File: src/rtl/wddl_pkg.sv
// wddl_pkg: shared WDDL state encoding, precharge rail value and rail complement helper
package wddl_pkg;

  typedef enum logic [2:0] {
    PRE  = 3'b001,
    EVAL = 3'b010,
    HOLD = 3'b100
  } state_t;

  // {true rail, false rail} during precharge
  localparam logic [1:0] WDDL_PRECHARGE = 2'b00;
  localparam int RAIL_MAXW = 64;

  // Equivalent to &(p ^ n) over the low w bits
  function automatic logic rails_complementary(input logic [RAIL_MAXW-1:0] p,
                                               input logic [RAIL_MAXW-1:0] n,
                                               input int w);
    logic ok;
    ok = 1'b1;
    for (int i = 0; i < RAIL_MAXW; i++)
      if (i < w && p[i] == n[i]) ok = 1'b0;
    return ok;
  endfunction

endpackage

File: src/rtl/wddl_rail_chk.sv
// wddl_rail_chk: combinational check that every dual-rail pair is complementary
module wddl_rail_chk
  import wddl_pkg::*;
#(
  parameter int WIDTH = 8
) (
  input  logic [WIDTH-1:0] d_p,
  input  logic [WIDTH-1:0] d_n,
  output logic             ok
);

  assign ok = rails_complementary(RAIL_MAXW'(d_p), RAIL_MAXW'(d_n), WIDTH);

endmodule

File: src/rtl/wddl_dr_stage_reg.sv
// wddl_dr_stage_reg: WDDL dual-rail pipeline register enforcing precharge/evaluate waves
// Optional sticky rail complement check enabled by defining WDDL_RAIL_CHECK_EN.
module wddl_dr_stage_reg
  import wddl_pkg::*;
#(
  parameter int WIDTH    = 8,
  parameter int EVAL_CYC = 2
) (
  input  logic             clk,
  input  logic             rst_n,
  input  logic             in_valid,
  output logic             in_ready,
  input  logic [WIDTH-1:0] d_p_in,
  input  logic [WIDTH-1:0] d_n_in,
  output logic             prech_out,
  output logic             out_valid,
  input  logic             out_ready,
  output logic [WIDTH-1:0] d_p_out,
  output logic [WIDTH-1:0] d_n_out,
  output logic             rail_err
);

  localparam int CW = $clog2(EVAL_CYC + 1);
  localparam logic [CW-1:0] LAST = CW'(EVAL_CYC - 1);

  state_t state, state_nx;
  logic [CW-1:0] cnt;
  logic capture;

  always_comb begin
    capture   = (state == EVAL) && in_valid && (cnt == LAST);
    in_ready  = capture;
    prech_out = state != EVAL;
    out_valid = state == HOLD;
    // Any illegal one-hot code falls back to PRE
    state_nx  = capture ? HOLD :
                (state == EVAL) ? EVAL :
                (state == HOLD && !out_ready) ? HOLD :
                (state == PRE) ? EVAL : PRE;
  end

  always_ff @(posedge clk) begin
    if (!rst_n) begin
      state   <= PRE;
      cnt     <= '0;
      d_p_out <= {WIDTH{WDDL_PRECHARGE[1]}};
      d_n_out <= {WIDTH{WDDL_PRECHARGE[0]}};
    end else begin
      state   <= state_nx;
      cnt     <= (state == EVAL && in_valid && !capture) ? cnt + CW'(1) : '0;
      d_p_out <= capture ? d_p_in : (state_nx == HOLD) ? d_p_out : {WIDTH{WDDL_PRECHARGE[1]}};
      d_n_out <= capture ? d_n_in : (state_nx == HOLD) ? d_n_out : {WIDTH{WDDL_PRECHARGE[0]}};
    end
  end

`ifdef WDDL_RAIL_CHECK_EN
  logic rails_ok;

  wddl_rail_chk #(.WIDTH(WIDTH)) u_rail_chk (
    .d_p (d_p_in),
    .d_n (d_n_in),
    .ok  (rails_ok)
  );

  always_ff @(posedge clk) begin
    if (!rst_n) rail_err <= 1'b0;
    else if (capture && !rails_ok) rail_err <= 1'b1;
  end
`else
  assign rail_err = 1'b0;
`endif

endmodule

File: config.mk
export PLATFORM = sky130hd
export DESIGN_NAME = wddl_dr_stage_reg
export DESIGN_NICKNAME = d
export VERILOG_FILES = /design/src/rtl/wddl_pkg.sv /design/src/rtl/wddl_rail_chk.sv /design/src/rtl/wddl_dr_stage_reg.sv
export SDC_FILE = /design/constraint.sdc
export NUM_CORES = 1
export LEC_CHECK = 0
export ABC_CLOCK_PERIOD_IN_PS = 1490
export BUFFER_PORTS_ARGS = -buffer_cell sky130_fd_sc_hd__buf_2
export CORE_AREA = 3 3 50 52
export DETAILED_ROUTE_END_ITERATION = 8
export DIE_AREA = 0 0 53 55
export PLACE_DENSITY = 0.78
export SYNTH_ARGS = -nofsm -noshare
export SYNTH_HDL_FRONTEND = slang
export SYNTH_HIERARCHICAL = 1
export SYNTH_SLANG_ARGS = --single-unit
File: constraint.sdc
create_clock -name clk -period 1.49 [get_ports clk]
set_clock_uncertainty 0.2 [all_clocks]
set_input_delay 0 -clock clk [delete_from_list [all_inputs] [get_ports clk]]
set_output_delay 0 -clock clk [all_outputs]
set_load 0.005 [all_outputs]
==> flow_metrics.py <==
metrics = {
    "clock_tree": {
        "clk_pin_slew_ns": 0.10,
        "cts_tree": "done",
        "cts_sinks": 21,
        "clock_latency_ns": 0.28,
        "htreeDepth": 1,
        "cts_buffers": 3,
        "cts_root_buffer": "clkbuf_4",
        "cts_buffer_depth": 2,
    },
    "setup_path": {
        "path_max_fanout": 9,
        "crit_arrival_ns": 1.39,
        "crit_type": "reg2reg",
        "worstSetupEndpointType": "register",
        "critPathLaunchType": "register",
        "worstPathCellList": "and4bb_1 -> nor2b_4 -> buf_4 -> or2_1",
        "crit_path_top_delay_cell": "dfxtp_2",
        "max_stage_delay_ns": 0.38,
        "crit_required_ns": 1.47,
    },
    "placement": {
        "finalWeightedCongestion": 0.6817,
        "portBuffers": 38,
        "dp_cells": 126,
        "dp_hpwl_mm": 1.217,
    },
    "routing": {
        "via_per_inst": 4.603,
        "wl_mm": 1.807,
        "dr.first_iter.drc_count": 6,
        "vias": 695,
        "ant_nets": 0,
        "first_pass_iters": 4,
        "drc": 0,
        "wl_per_cell_um": 11.97,
    },
    "logic_synthesis": {
        "synth_top_family_by_area": "compound AO/OA/AOI/OAI gates",
        "synth_top_area_cell": "dfxtp_1",
        "synth_seq_area_share_pct": 54.37,
        "synthesis.nets": 84,
        "synth_ff_type": "dfxtp_1",
        "synth_cell_types": 23,
        "synth_edf_count": 0,
        "synth_seq_cells": 21,
        "yosys-top-cells-area": "dfxtp_1, a22o_1, buf_6, buf_12, nor3b_1",
        "ys_warn_count": 6,
        "synth-simple-area-share_pct": 14.40,
        "synthArstFlopShare_pct": 0,
        "synthAdderAreaFrac_pct": 1.618,
        "synth_compound_area_share_pct": 20.71,
        "synth_top_area_share_pct": 54.37,
        "synth-xor-area-share_pct": 0,
        "postSynthCellCount": 63,
        "synth_area_sq_um": 773.2,
        "syn_avg_cell_area_sq_um": 12.27,
        "yosys-mux-area-fraction_pct": 0,
    },
    "sta": {
        "max_freq_mhz": 708.8,
        "rsz0062_at_grt": "true",
        "period_share_pct": 94.69,
        "fin_crit_ns": 1.411,
        "setup-violations-final": 0,
        "drv_slew": 0,
        "hold_violations": 0,
    },
    "power_and_ir_drop": {
        "p_leak_uw": 0.0005671,
        "power_density_nw_per_um2": 784.4,
        "p_total_uw": 941.2,
        "ir_drop_mv": 0.4275,
    },
    "global_routing": {
        "grtUsageTotal_pct": 12.55,
        "gr-total-overflow": 0,
        "grt_max_degree": 12,
        "grt_pass1_wl_mm": 2.663,
        "antenna_found_initial": 0,
        "grt_pass1_vias": 618,
    },
    "floorplan": {
        "die_area_sq_um": 2915,
        "initial_core_util_pct": 35.99,
        "core_sq_um": 2148,
        "ios": 40,
        "die_h_um": 55,
        "fp.dieW_um": 53,
        "fp-row-count": 17,
    },
    "flow_run": {
        "maxCapViolations": 0,
    },
    "final_layout": {
        "drive_gt1_share_pct": 43.09,
        "diodes": 0,
        "layout_common_cells": "buf_2, dlygate4sd3_1, dfxtp_1",
        "layout.nets": 145,
        "final_common_cell": "buf_2",
        "instances_no_fill": 151,
        "final_util_pct": 55.85,
        "area_growth_pct": 55.18,
    },
    "hold_path": {
        "hp-class": "reg2reg",
    },
    "outcome": {
        "status": "completed",
    },
}
-- kinds of logic (layout without fill, tap and decap cells) --
logic type | count (synthesis) | count (layout)
AOI/OAI and AO/OA | 19 | 19
adders and majority gates | 1 | 1
buffers and inverters | 6 | 66
DFF | 21 | 21
other | 1 | 1
and+or+nand+nor | 15 | 15
-- timing repair --
item,CTS,global route
resized for setup,0,6
cloned,0,0
buffers inserted,2,0
setup endpoints to repair,5,18
hold buffers,19,0
hold endpoints to repair,20,0
-- flip-flops by register name, summed over array words and instances (netlist names) --
| signal | cells |
|---|---|
| state | 3 |
| d_n_out | 8 |
| cnt | 2 |
| d_p_out | 8 |
-- cell type report --
cell class                      instances  area [sq um]
Fill cell                             174         948.4
Timing Repair Buffer                   61         410.4
Sequential cell                        21         424.2
Clock buffer                            4         26.28
Tap cell                               28         35.03
Inverter                                1         3.754
Multi-Input combinational cell         36         300.3
-- where the power goes --
part	switching (uW)	internal, uW
clock network	153	104
logic	30.8	69.0
registers	13.3	572
total	197	744
-- worst paths after layout --
check,from,slack (ns),depth (start not counted),end
hold / removal,cnt[0]$_SDFF_PN0_,0.24,1,cnt[0]$_SDFF_PN0_
setup reg to reg,state[2]$_SDFF_PN0_,0.08,4,state[2]$_SDFF_PN0_
hold reg to reg,cnt[0]$_SDFF_PN0_,0.24,1,cnt[0]$_SDFF_PN0_
setup / recovery,state[2]$_SDFF_PN0_,0.08,4,state[2]$_SDFF_PN0_
-- synthesized netlist by cell type, drive strengths merged, types with 2 or more instances --
cell type and count:
dfxtp 21, buf 5, a22o 16, nor2b 2, nor2 3, nor3b 2
-- worst max-delay path: cells and delay by family (launching register included) --
family                 cells  cell delay (ns)
and+or+nand+nor            3             0.57
buffers and inverters      1             0.16
DFF                        1             0.38
-- through the flow --
step / worst slack, ns / setup TNS, ns / hold slack [ns] / area [sq um]
6_report: 0.07909 / 0 / 0.2363 / 1200
4_1_cts: 0.04608 / 0 / 0.2395 / 1184
3_5_place_dp: 0.02140 / 0 / 0.01679 / 952.2
2_1_floorplan: 0.08406 / 0 / -0.1200 / 773.2
5_1_grt: -0.005829 / -0.005829 / 0.2370 / 1200
3_3_place_gp: 0.09108 / 0 / 0.01464 / 952.2
-- layer usage --
metal  vias up  wire (um)  global-route usage (%)
met2        25        872                   23.14
met3         2        137                   2.949
met5         -          0                       0
met1       318        781                   13.87
met4         0         14                   5.106
li1        350          -                       -
(Power assumes the default switching activity.)
